`src/rtl/cpu_multicycle_core.sv`:
```
// Multi-cycle 10-bit-ISA core with req/ack instruction and data memory ports.
// Optional performance counters are enabled by defining PERF_CNT_EN.
module cpu_multicycle_core #(
  parameter int unsigned DW     = 10,
  parameter int unsigned AW     = 10,
  parameter int unsigned RST_PC = 0
) (
  input  logic          clk,
  input  logic          rst,
  output logic          imem_req,
  output logic [AW-1:0] imem_addr,
  input  logic          imem_ack,
  input  logic [9:0]    imem_rdata,
  output logic          dmem_req,
  output logic          dmem_we,
  output logic [AW-1:0] dmem_addr,
  output logic [DW-1:0] dmem_wdata,
  input  logic          dmem_ack,
  input  logic [DW-1:0] dmem_rdata,
  output logic          halted,
  output logic [AW-1:0] pc_out,
  output logic [31:0]   cyc_cnt,
  output logic [31:0]   ret_cnt
);

  typedef enum logic [1:0] {StFetch, StExec, StMem, StHalt} state_e;

  state_e        state_q, state_d;
  logic [AW-1:0] pc_q, pc_d;
  logic [AW-1:0] maddr_q, maddr_d;
  logic [9:0]    ir_q, ir_d;
  logic [DW-1:0] wdata_q, wdata_d;
  logic          we_q, we_d;
  logic          halted_q, halted_d;
  logic [DW-1:0] rf_q [8];
  logic [DW-1:0] rf_d [8];

  logic [2:0]    op;
  logic [1:0]    rs, rt, imm;
  logic          bank;
  logic [2:0]    rs_idx, rt_idx;
  logic [DW-1:0] ra, rb, alu_res, imm_sext;
  logic [AW-1:0] pc_inc, pc_br;

  assign op       = ir_q[9:7];
  assign rs       = ir_q[6:5];
  assign rt       = ir_q[4:3];
  assign bank     = ir_q[2];
  assign imm      = ir_q[1:0];
  assign rs_idx   = {bank, rs};
  assign rt_idx   = {bank, rt};
  assign ra       = rf_q[rs_idx];
  assign rb       = rf_q[rt_idx];
  assign imm_sext = {{(DW-2){imm[1]}}, imm};
  assign pc_inc   = pc_q + AW'(1);
  assign pc_br    = pc_q + AW'(imm);

  always_comb begin
    alu_res = '0;
    unique case (imm)
      2'b00: alu_res = ra + rb;
      2'b01: alu_res = ra - rb;
      2'b10: alu_res = ($signed(ra) < $signed(rb)) ? DW'(1) : '0;
      2'b11: alu_res = ~(ra & rb);
      default: alu_res = '0;
    endcase
  end

  always_comb begin
    state_d  = state_q;
    pc_d     = pc_q;
    ir_d     = ir_q;
    maddr_d  = maddr_q;
    wdata_d  = wdata_q;
    we_d     = we_q;
    halted_d = halted_q;
    rf_d     = rf_q;
    unique case (state_q)
      StFetch: begin
        if (imem_ack) begin
          ir_d    = imem_rdata;
          state_d = StExec;
        end
      end
      StExec: begin
        state_d = StFetch;
        pc_d    = pc_inc;
        unique case (op)
          3'b000: rf_d[rt_idx] = alu_res;
          3'b001: begin
            unique case (imm)
              2'b00: rf_d[rt_idx] = ra >> 1;
              2'b01: rf_d[rt_idx] = ra << 1;
              2'b10: begin
                pc_d     = pc_q;
                halted_d = 1'b1;
                state_d  = StHalt;
              end
              default: ;
            endcase
          end
          3'b010: if (ra != rb) pc_d = pc_br;
          3'b011: rf_d[rt_idx] = ra + imm_sext;
          3'b100: pc_d = AW'({{AW{ir_q[6]}}, ir_q[6:0]});
          3'b101: if (ra == rb) pc_d = pc_br;
          default: begin
            // LOAD/STORE: operands frozen here so the bus stays stable during MEM
            pc_d    = pc_q;
            maddr_d = AW'(ra) + AW'(imm);
            wdata_d = rb;
            we_d    = op[0];
            state_d = StMem;
          end
        endcase
      end
      StMem: begin
        if (dmem_ack) begin
          if (!we_q) rf_d[rt_idx] = dmem_rdata;
          pc_d    = pc_inc;
          state_d = StFetch;
        end
      end
      default: ;
    endcase
  end

  always_ff @(posedge clk or posedge rst) begin
    if (rst) begin
      state_q  <= StFetch;
      pc_q     <= AW'(RST_PC);
      ir_q     <= '0;
      maddr_q  <= '0;
      wdata_q  <= '0;
      we_q     <= 1'b0;
      halted_q <= 1'b0;
      for (int i = 0; i < 8; i++) rf_q[i] <= '0;
    end else begin
      state_q  <= state_d;
      pc_q     <= pc_d;
      ir_q     <= ir_d;
      maddr_q  <= maddr_d;
      wdata_q  <= wdata_d;
      we_q     <= we_d;
      halted_q <= halted_d;
      rf_q     <= rf_d;
    end
  end

  // Requests decode straight from state so reset withdraws them asynchronously
  assign imem_req   = (state_q == StFetch) & ~rst;
  assign imem_addr  = pc_q;
  assign dmem_req   = (state_q == StMem);
  assign dmem_we    = dmem_req & we_q;
  assign dmem_addr  = maddr_q;
  assign dmem_wdata = wdata_q;
  assign halted     = halted_q;
  assign pc_out     = pc_q;

`ifdef PERF_CNT_EN
  logic        retire;
  logic [31:0] cyc_cnt_q, cyc_cnt_d, ret_cnt_q, ret_cnt_d;

  assign retire = ((state_q == StExec) && (op[2:1] != 2'b11)) ||
                  ((state_q == StMem) && dmem_ack);

  always_comb begin
    cyc_cnt_d = cyc_cnt_q + {31'b0, ~halted_q};
    ret_cnt_d = ret_cnt_q + {31'b0, retire};
  end

  always_ff @(posedge clk or posedge rst) begin
    if (rst) begin
      cyc_cnt_q <= '0;
      ret_cnt_q <= '0;
    end else begin
      cyc_cnt_q <= cyc_cnt_d;
      ret_cnt_q <= ret_cnt_d;
    end
  end

  assign cyc_cnt = cyc_cnt_q;
  assign ret_cnt = ret_cnt_q;
`else
  assign cyc_cnt = '0;
  assign ret_cnt = '0;
`endif

endmodule

```
`config.mk`:
```
export PLATFORM = sky130hd
export DESIGN_NAME = cpu_multicycle_core
export DESIGN_NICKNAME = d
export VERILOG_FILES = /design/src/rtl/cpu_multicycle_core.sv
export SDC_FILE = /design/constraint.sdc
export NUM_CORES = 1
export LEC_CHECK = 0
export ABC_AREA = 1
export CAP_MARGIN = 20
export CORE_MARGIN = 10
export CORE_UTILIZATION = 45
export DETAILED_ROUTE_END_ITERATION = 12
export PLACE_DENSITY_LB_ADDON = 0.2
export SYNTH_ARGS = -nofsm -noshare
export SYNTH_HDL_FRONTEND = slang
export SYNTH_SLANG_ARGS = --single-unit
```
`constraint.sdc`:
```
create_clock -name clk -period 5 [get_ports clk]
set_input_delay 0.5 -clock clk [delete_from_list [all_inputs] [get_ports clk]]
set_output_delay 0.5 -clock clk [all_outputs]
set_load 0.01 [all_outputs]
```
# Word-level counts from Yosys, hierarchy flattened
# Cells that the tools add are included.
[op_classes] reduce_logical=15 addsub=6 n_mux=31 n_bitwise=8 magnitude_cmp=4 n_eq_ne=19
[op_table] cell="$bwmux 80" count=5
[op_table] cell="$pmux 80 s2" count=2
[op_table] cell="$pmux 80 s3" count=1
[op_table] cell="$mux 80" count=2
[op_table] cell="$mux 10" count=9
[op_table] cell="$bmux 10 s3" count=2
[op_table] cell="$pmux 10 s5" count=1
[op_table] cell="$pmux 10 s4" count=1
[op_table] cell="$demux 10 s3" count=1
[op_table] cell="$add 10x10->10" count=2
[op_table] cell="$add 10x2->10" count=2
[op_table] cell="$pmux 10 s2" count=1
[op_table] cell="$add 10x1->10 const B" count=1
[op_table] cell="$and 10x10->10" count=1
[op_table] cell="$eq 10x10->1" count=1
[op_table] cell="$lt 10x10->1" count=1
[op_table] cell="$ne 10x10->1" count=1
[op_table] cell="$not 10->10" count=1
[op_table] cell="$sub 10x10->10" count=1
[op_table] cell="$ge 4x4->1 const B" count=2
[op_table] cell="$not 3->4" count=2
[op_table] cell="$eq 2x2->1 const B" count=3
[op_table] cell="$eq 3x2->1 const B" count=2
[op_table] cell="$eq 3x3->1 const B" count=2
[op_table] cell="27 further kinds" count=36
[totals] out_inout_bits=108 regBits=124

# Depth between registers and ports, before layout
# Gate-level depths: netlist (run 1).
[logic_depth] depth_word=10 depth_mapped=25 depth_no_buf=23

# Least setup slack after synthesis (run 1)
# No wires, ideal clock.
[synth_timing] path_kind="register -> register" from="register ir_q[3]" to="register rf_q[21] (netlist name)" required_time_ps=4871 period_less_slack_ps=3157 t_arrival_ps=3028 path_slack_ps=1843 stages_incl_launch_ff=18 cell_sequence="dfrtp_1 -> buf_2 -> nand3_1 -> buf_2 -> clkbuf_1 -> o22ai_1 -> a21oi_1 -> nand3_1 -> ha_1 -> fa_1 -> o21ai_0 -> o21ai_0 -> o21ai_1 -> inv_1 -> a221oi_1 -> nand2_1 -> nand2_1 -> a22oi_1"
[synth_via] word_cells_on_any_way=24
[synth_lines] element="from (decl)" line="31" rtl="logic [9:0] ir_q, ir_d;"
[synth_lines] element="from (signal assigned)" line="140" rtl="ir_q <= ir_d;"
[synth_lines] element="$not 3->4 (implied by the code) *" line="53" rtl="assign rb = rf_q[rt_idx];"
[synth_lines] element="$bmux 10 s3 *" line="53"
[synth_lines] element="$mux 10 (implied by the code) * (2 in series)" line="53"
[synth_lines] element="named net rb[0]" line="42" rtl="logic [DW-1:0] ra, rb, alu_res, imm_sext;"
[synth_lines] element="$sub 10x10->10 or $add 10x10->10 (tied branches)" line="62, 61"
[synth_lines] element="$pmux 10 s4 *" line="60" rtl="unique case (imm)"
[synth_lines] element="$bwmux 80 *" line="89" rtl="3'b000: rf_d[rt_idx] = alu_res;"
[synth_lines] element="$pmux 80 s3 *" line="88" rtl="unique case (op)"
[synth_lines] element="$pmux 80 s2 *" line="78" rtl="unique case (state_q)"
[synth_lines] element="to (signal assigned)" line="145" rtl="rf_q <= rf_d;"
[synth_lines] element="to (decl)" line="35" rtl="logic [DW-1:0] rf_q [8];"
# Mark *: on every way through the listed nets, which the timed path passes. The rest lies on a longest branch. The select of a mux whose other input is x is not followed.
# A chain may end at the register's enable or synchronous reset.

# Final worst setup path (run 1)
[layout_timing] from="register ir_q[4]" to="register rf_q[18] (netlist name)"
# Same word-level chain as after synthesis.

==> results.yml, run 1 <==
placed_design:
  dpl_cell_area_um2: 14200
  place_congestion: 1.15
  dp_hpwl_um: 49400
  place_ws_ps: 779
  numPortBuffers: 67
setup_path:
  required_ps: 5350
  worstPathCellList: "inv_1, nor2_1, nand2_2, inv_1, buf_4, a221oi_1, nand2_1, inv_1, ha_1, inv_1, nand3_1, nand2_1, nand4_1, nand3_1, nand3_1, nand3_1, nand2_1, nand2_1, nand3_1, nand2_1, inv_1"
  worst-path-max-fanout: 11
  end_kind: "flop"
  cp.arrival_ps: 4830
  crit_slowest_cell: "nand3_1"
  critical_path_class: "reg2reg"
  cpPeakStageDelay_ps: 440
  cp_top_family: "simple AND/OR/NAND/NOR gates"
  worstSetupStartpointType: "flop"
  crit_buf_inv: 6
global_routing:
  gr-total-overflow: 0
  grt_pass1_vias: 15100
  grt_max_degree: 51
  grt_first_pass_wirelength_um: 100000
  grt_usage_pct: 36.6
  antenna_found_initial: 4
timing:
  setup_ws_ps: 524
  finalMaxSlewViolations: 0
  fin_tns_setup_ps: 0
  fin_crit_sh_pct: 89.5
  finalSetupViolations: 0
  hold_viol: 0
  period_needed_ps: 4480
  fmax_mhz: 223
  slew-limit-headroom_pct: 24.5
  rsz0062_at_grt: "no"
  fin_worst_skew_ps: 16.3
  worstMarginPinSlew_ps: 1130
routing:
  vias_per_cell: 6.29
  dr.pass1.iters: 8
  drc: 0
  num_vias: 16400
  ant_nets: 0
  wl_per_cell_um: 26.4
  wirelength_um: 69100
  drt-initial-drc-count: 2662
synthesis:
  synth_fa_ha_area_share_pct: 3.98
  synth_top_family_by_area: "simple AND/OR/NAND/NOR gates"
  syn_area_um2: 13300
  synth_edf_count: 0
  avgSynthCellArea_um2: 6.14
  ys_warn_count: 0
  synth-main-ff-cell: "dfrtp_1"
  ys_ff_latch: 124
  ys_types: 55
  synth_xor_area_share_pct: 1.31
  ys_seq_area_share_pct: 23.3
  synth-simple-area-share_pct: 33.7
  async_reset_ff_share_pct: 100
  synth_mux_area_share_pct: 0
  syn_inst: 2172
  synth-compound-area-share_pct: 21.6
min_path:
  hp-class: "in2async"
layout:
  fillers: 3132
  area_growth_pct: 10.9
  fin_nets: 2277
  drive_gt1_share_pct: 7.55
  final_cell_area_um2: 14800
floorplanning:
  die_area_um2: 36900
  rows: 62
  core_um2: 28900
  pin_count: 132
  floorplan.initialDensity_pct: 46.1
  die_x_um: 192
  dieHeight_um: 192
clock_network:
  cts_root_buf: "clkbuf_16"
  cts_resized: 0
  clk_latency_ps: 460
  cts-htree-levels: 4
  cts_tree: "yes"
  hold_buffers: 0
  clockBufferDepth: 2
  cts_buffers: 17
  post_cts_buffers: 0
  cts_sinks: 124
  clk_pin_slew_ps: 60
run:
  timing.max_cap.violations: 0
status:
  outcome: "finished clean"
cell type report:
type                       instances  area, µm²  share of cell area, %
clock inverter                    12        161                   1.09
timing repair buffer             141       1240                   8.40
multi-input combinational       1663       8320                   56.3
inverter                         266       1010                   6.82
antenna                            3       7.51                 0.0508
sequential                       124       3100                   21.0
clock buffer                      20        457                   3.09
tap                              384        480                   3.25
worst paths after layout:
kind,startpoint,endpoint,slack (ps),cells after the start
max,ir_q[4]$_DFFE_PP0P_,rf_q[18]$_DFFE_PP0P_,520,21
min,rst,ir_q[9]$_DFFE_PP0P_,450,2
max reg2reg,ir_q[4]$_DFFE_PP0P_,rf_q[18]$_DFFE_PP0P_,520,21
min reg2reg,dmem_addr[7]$_DFFE_PP0P_,dmem_addr[7]$_DFFE_PP0P_,480,2
max in group asynchronous,rst,rf_q[36]$_DFFE_PP0P_,3480,3
min in group clk,dmem_addr[7]$_DFFE_PP0P_,dmem_addr[7]$_DFFE_PP0P_,480,2
Yosys cell counts, types with 3 or more instances:
library cell    n  area, µm²
nand2_1       643       2410
inv_1         244        916
nand3_1       209       1050
nor2_1        149        559
dfrtp_1       124       3100
a21oi_1       120        601
o21ai_0       113        566
buf_4          84        631
o22ai_1        54        338
buf_2          51        255
o211ai_1       47        353
ha_1           36        450
a22oi_1        35        263
clkbuf_1       27        101
nand4_1        22        138
inv_2          18       67.6
xor2_1         18        158
a221oi_1       17        149
o21ai_1        16       80.1
a21boi_1       14        105
nor3_1         13       65.1
buf_6          10        113
or2_2          10       62.6
buf_1           9       33.8
nand2_2         7       43.8
o21ai_2         7       61.3
a31oi_1         6       37.5
o21bai_1        6       45.0
a21boi_0        5       37.5
a2bb2oi_1       5       43.8
nand3b_1        5       37.5
o221ai_1        5       43.8
a211oi_1        4       30.0
fa_1            4       80.1
and2_1          3       18.8
o21a_1          3       22.5
per-layer routing:
layer | wire length, µm | global-route usage, % | vias up
li1 | - | - | 7133
met1 | 26200 | 46.1 | 7525
met2 | 27500 | 50.8 | 1415
met3 | 10300 | 13.6 | 368
met4 | 5070 | 25.2 | 4
met5 | 34 | 0 | -
worst register-to-register path: stages (launching register included):
cell      delay [ps]
dfrtp_1          390
inv_1            240
nor2_1           120
nand2_2           80
inv_1            250
buf_4            310
a221oi_1         370
nand2_1          250
inv_1            180
ha_1             360
inv_1            260
nand3_1          140
nand2_1          170
nand4_1          140
nand3_1          100
nand3_1          440
nand3_1          250
nand2_1           90
nand2_1           60
nand3_1           70
nand2_1           80
inv_1             40
flip-flops by register name, summed over array words and instances, names as in the netlist:
signal and cells:
state_q 2, rf_q 80, imem_addr 10, we_q 1
dmem_addr 10, halted 1, dmem_wdata 10, ir_q 10
metrics by stage:
stage | util, % | hold slack (ps) | cells
floorplan | - | 453 | 2235
global placement | 48.9 | 454 | 2577
detailed placement | 48.9 | 465 | 2578
CTS | 51.1 | 475 | 2610
global route | 51.1 | 487 | 2610
finish | 51.1 | 453 | 2613
kinds of logic after synthesis:
group / count (synthesis)
compound gates: 467
xor+xnor: 20
flops: 124
other cells: 1
buf+inv: 448
simple gates: 1072
fa+ha+maj: 40
cell usage in the layout (no fill, tap or decap), types with 22 or more instances in the layout:
master / Yosys / routed
nand2_1: 643 / 643
inv_1: 244 / 242
nand3_1: 209 / 209
nor2_1: 149 / 149
dfrtp_1: 124 / 123
a21oi_1: 120 / 120
o21ai_0: 113 / 113
buf_4: 84 / 72
clkdlybuf4s50_1: 0 / 67
conb_1: 1 / 64
o22ai_1: 54 / 54
o211ai_1: 47 / 47
ha_1: 36 / 36
a22oi_1: 35 / 35
nand4_1: 22 / 22
Power of run 1 is not shown: default switching activity piles up to over one toggle a cycle in this logic, so the estimate is an artifact.
==> run 2: changes to the inputs <==
- CORE_UTILIZATION: 45 -> 35
- PLACE_DENSITY_LB_ADDON: 0.2 -> 0.05
==> results.yml, run 2 (synthesis gave the netlist of run 1 again) <==
placed_design:
  dpl_cell_area_um2: 14200
  place_inst: 2694
  place_congestion: 0.976
  dp_hpwl_um: 48000
  numPortBuffers: 67
routing:
  dr.pass1.iters: 6
  wl_per_cell_um: 24.2
  vias_per_cell: 5.71
  drt-initial-drc-count: 1899
  ant_nets: 0
  num_vias: 15600
  drc: 0
  wirelength_um: 65900
layout:
  regMostFlops: "rf_q"
  diodes: 0
  final_cell_mix: "643 x nand2_1, 242 x inv_1, 209 x nand3_1"
  fin_nets: 2266
  drive_gt1_share_pct: 7.04
  area_growth_pct: 11.1
  largest_reg_flops: 80
  stdcell_count: 2726
  fillers: 4228
  final_cell_area_um2: 14800
  final_common_cell: "nand2_1"
timing:
  finalMaxSlewViolations: 0
  period_needed_ps: 4720
  rsz0062_at_grt: "no"
  hold_viol: 0
  slew-limit-headroom_pct: 28.7
  fin_crit_sh_pct: 94.3
  fmax_mhz: 212
  fin_tns_setup_ps: 0
  worstMarginPinSlew_ps: 1070
  finalSetupViolations: 0
  fin_worst_skew_ps: 17.7
setup_path:
  worst-path-max-fanout: 11
  cpPeakStageDelay_ps: 520
  rr_startpoint: "ir_q[4]$_DFFE_PP0P_"
  cp.arrival_ps: 5100
  crit_top_cell: "nand2_1"
  crit_slowest_cell: "a221oi_1"
  r2r-end: "rf_q[43]$_DFFE_PP0P_"
  worstRegToRegCells: 19
  worstPathCellList: "inv_1, nor2_1, nand2_2, inv_1, buf_4, a221oi_1, nand2_1, inv_1, ha_1, nand2_1, o21ai_0, nor2_1, o21ai_0, nand2_1, nand2_1, nand3_1, nand2_1, nand2_1, o21ai_0"
  worstSetupStartpointType: "flop"
  ff2ff_setup_slack_ps: 280
  end_kind: "flop"
  critical_path_class: "reg2reg"
  required_ps: 5390
global_routing:
  gr-usage-met1_pct: 35.9
  grt_usage_pct: 27.4
  grt-busiest-layer: "met2"
  grt_first_pass_wirelength_um: 96800
  antenna_found_initial: 1
  grt_max_degree: 72
  grt_pass1_vias: 14700
  gr-total-overflow: 0
  grt_use_met3_pct: 5.73
  gr-usage-met2_pct: 43.1
floorplanning:
  floorplan.initialDensity_pct: 35.4
  pin_count: 132
  dieHeight_um: 215
  die_area_um2: 46300
  rows: 71
  die_x_um: 215
  core_um2: 37700
min_path:
  whs_endpoint: "halted$_DFFE_PP0P_"
  hold_depth: 2
  worst_hold_startpoint: "halted$_DFFE_PP0P_"
  hp-class: "reg2reg"
clock_network:
  cts_resized: 0
  cts_buffers: 17
  post_cts_buffers: 0
  cts-htree-levels: 4
  clk_latency_ps: 470
  cts_root_buf: "clkbuf_16"
  clk_pin_slew_ps: 60
  hold_buffers: 0
  clockBufferDepth: 2
  cts_sinks: 124
  cts_tree: "yes"
status:
  outcome: "finished clean"
run:
  timing.max_cap.violations: 0
[run 2: per-layer routing]
layer / vias to the layer above / wire length (µm)
li1: 7115 / -
met1: 7444 / 27900
met5: - / 81
met4: 4 / 2520
met3: 162 / 6000
met2: 850 / 29400
[run 2: worst max-delay path: cells and delay by family, from the launching register on]
family / cells / cell delay (ps)
DFF: 1 / 390
AOI/OAI and AO/OA: 4 / 1410
adders and majority gates: 1 / 310
buffers and inverters: 4 / 940
and+or+nand+nor: 10 / 1570
[run 2: worst max path at each step]
stage,start,to,slack [ps],cells past startpoint
2_1_floorplan,rst,dmem_addr[0]$_DFFE_PP0P_,1200,1
3_3_place_gp,ir_q[4]$_DFFE_PP0P_,rf_q[27]$_DFFE_PP0P_,480,21
3_5_place_dp,ir_q[4]$_DFFE_PP0P_,rf_q[27]$_DFFE_PP0P_,480,21
4_1_cts,ir_q[4]$_DFFE_PP0P_,rf_q[27]$_DFFE_PP0P_,450,21
5_1_grt,ir_q[4]$_DFFE_PP0P_,rf_q[57]$_DFFE_PP0P_,90,21
6_report,ir_q[4]$_DFFE_PP0P_,rf_q[43]$_DFFE_PP0P_,280,19
[run 2: cell type report]
| cell class | instances | area, µm² | share of cell area (%) |
|---|---|---|---|
| clock buffers | 22 | 474 | 3.20 |
| well taps | 511 | 639 | 4.32 |
| repair buffers | 130 | 1170 | 7.89 |
| flip-flops and latches | 124 | 3100 | 21.0 |
| multi-input cells | 1663 | 8320 | 56.2 |
| clock inverters | 10 | 91.3 | 0.617 |
| inverters | 266 | 1010 | 6.81 |
[run 2: metrics by stage]
stage / hold WS [ps] / setup WS [ps] / util, %
floorplan: 453 / 1200 / -
detailed placement: 461 / 479 / 37.8
finish: 472 / 283 / 39.3
global placement: 454 / 481 / 37.8
global route: 502 / 85.2 / 39.3
CTS: 477 / 450 / 39.3
Power of run 2 is left out for the same reason.
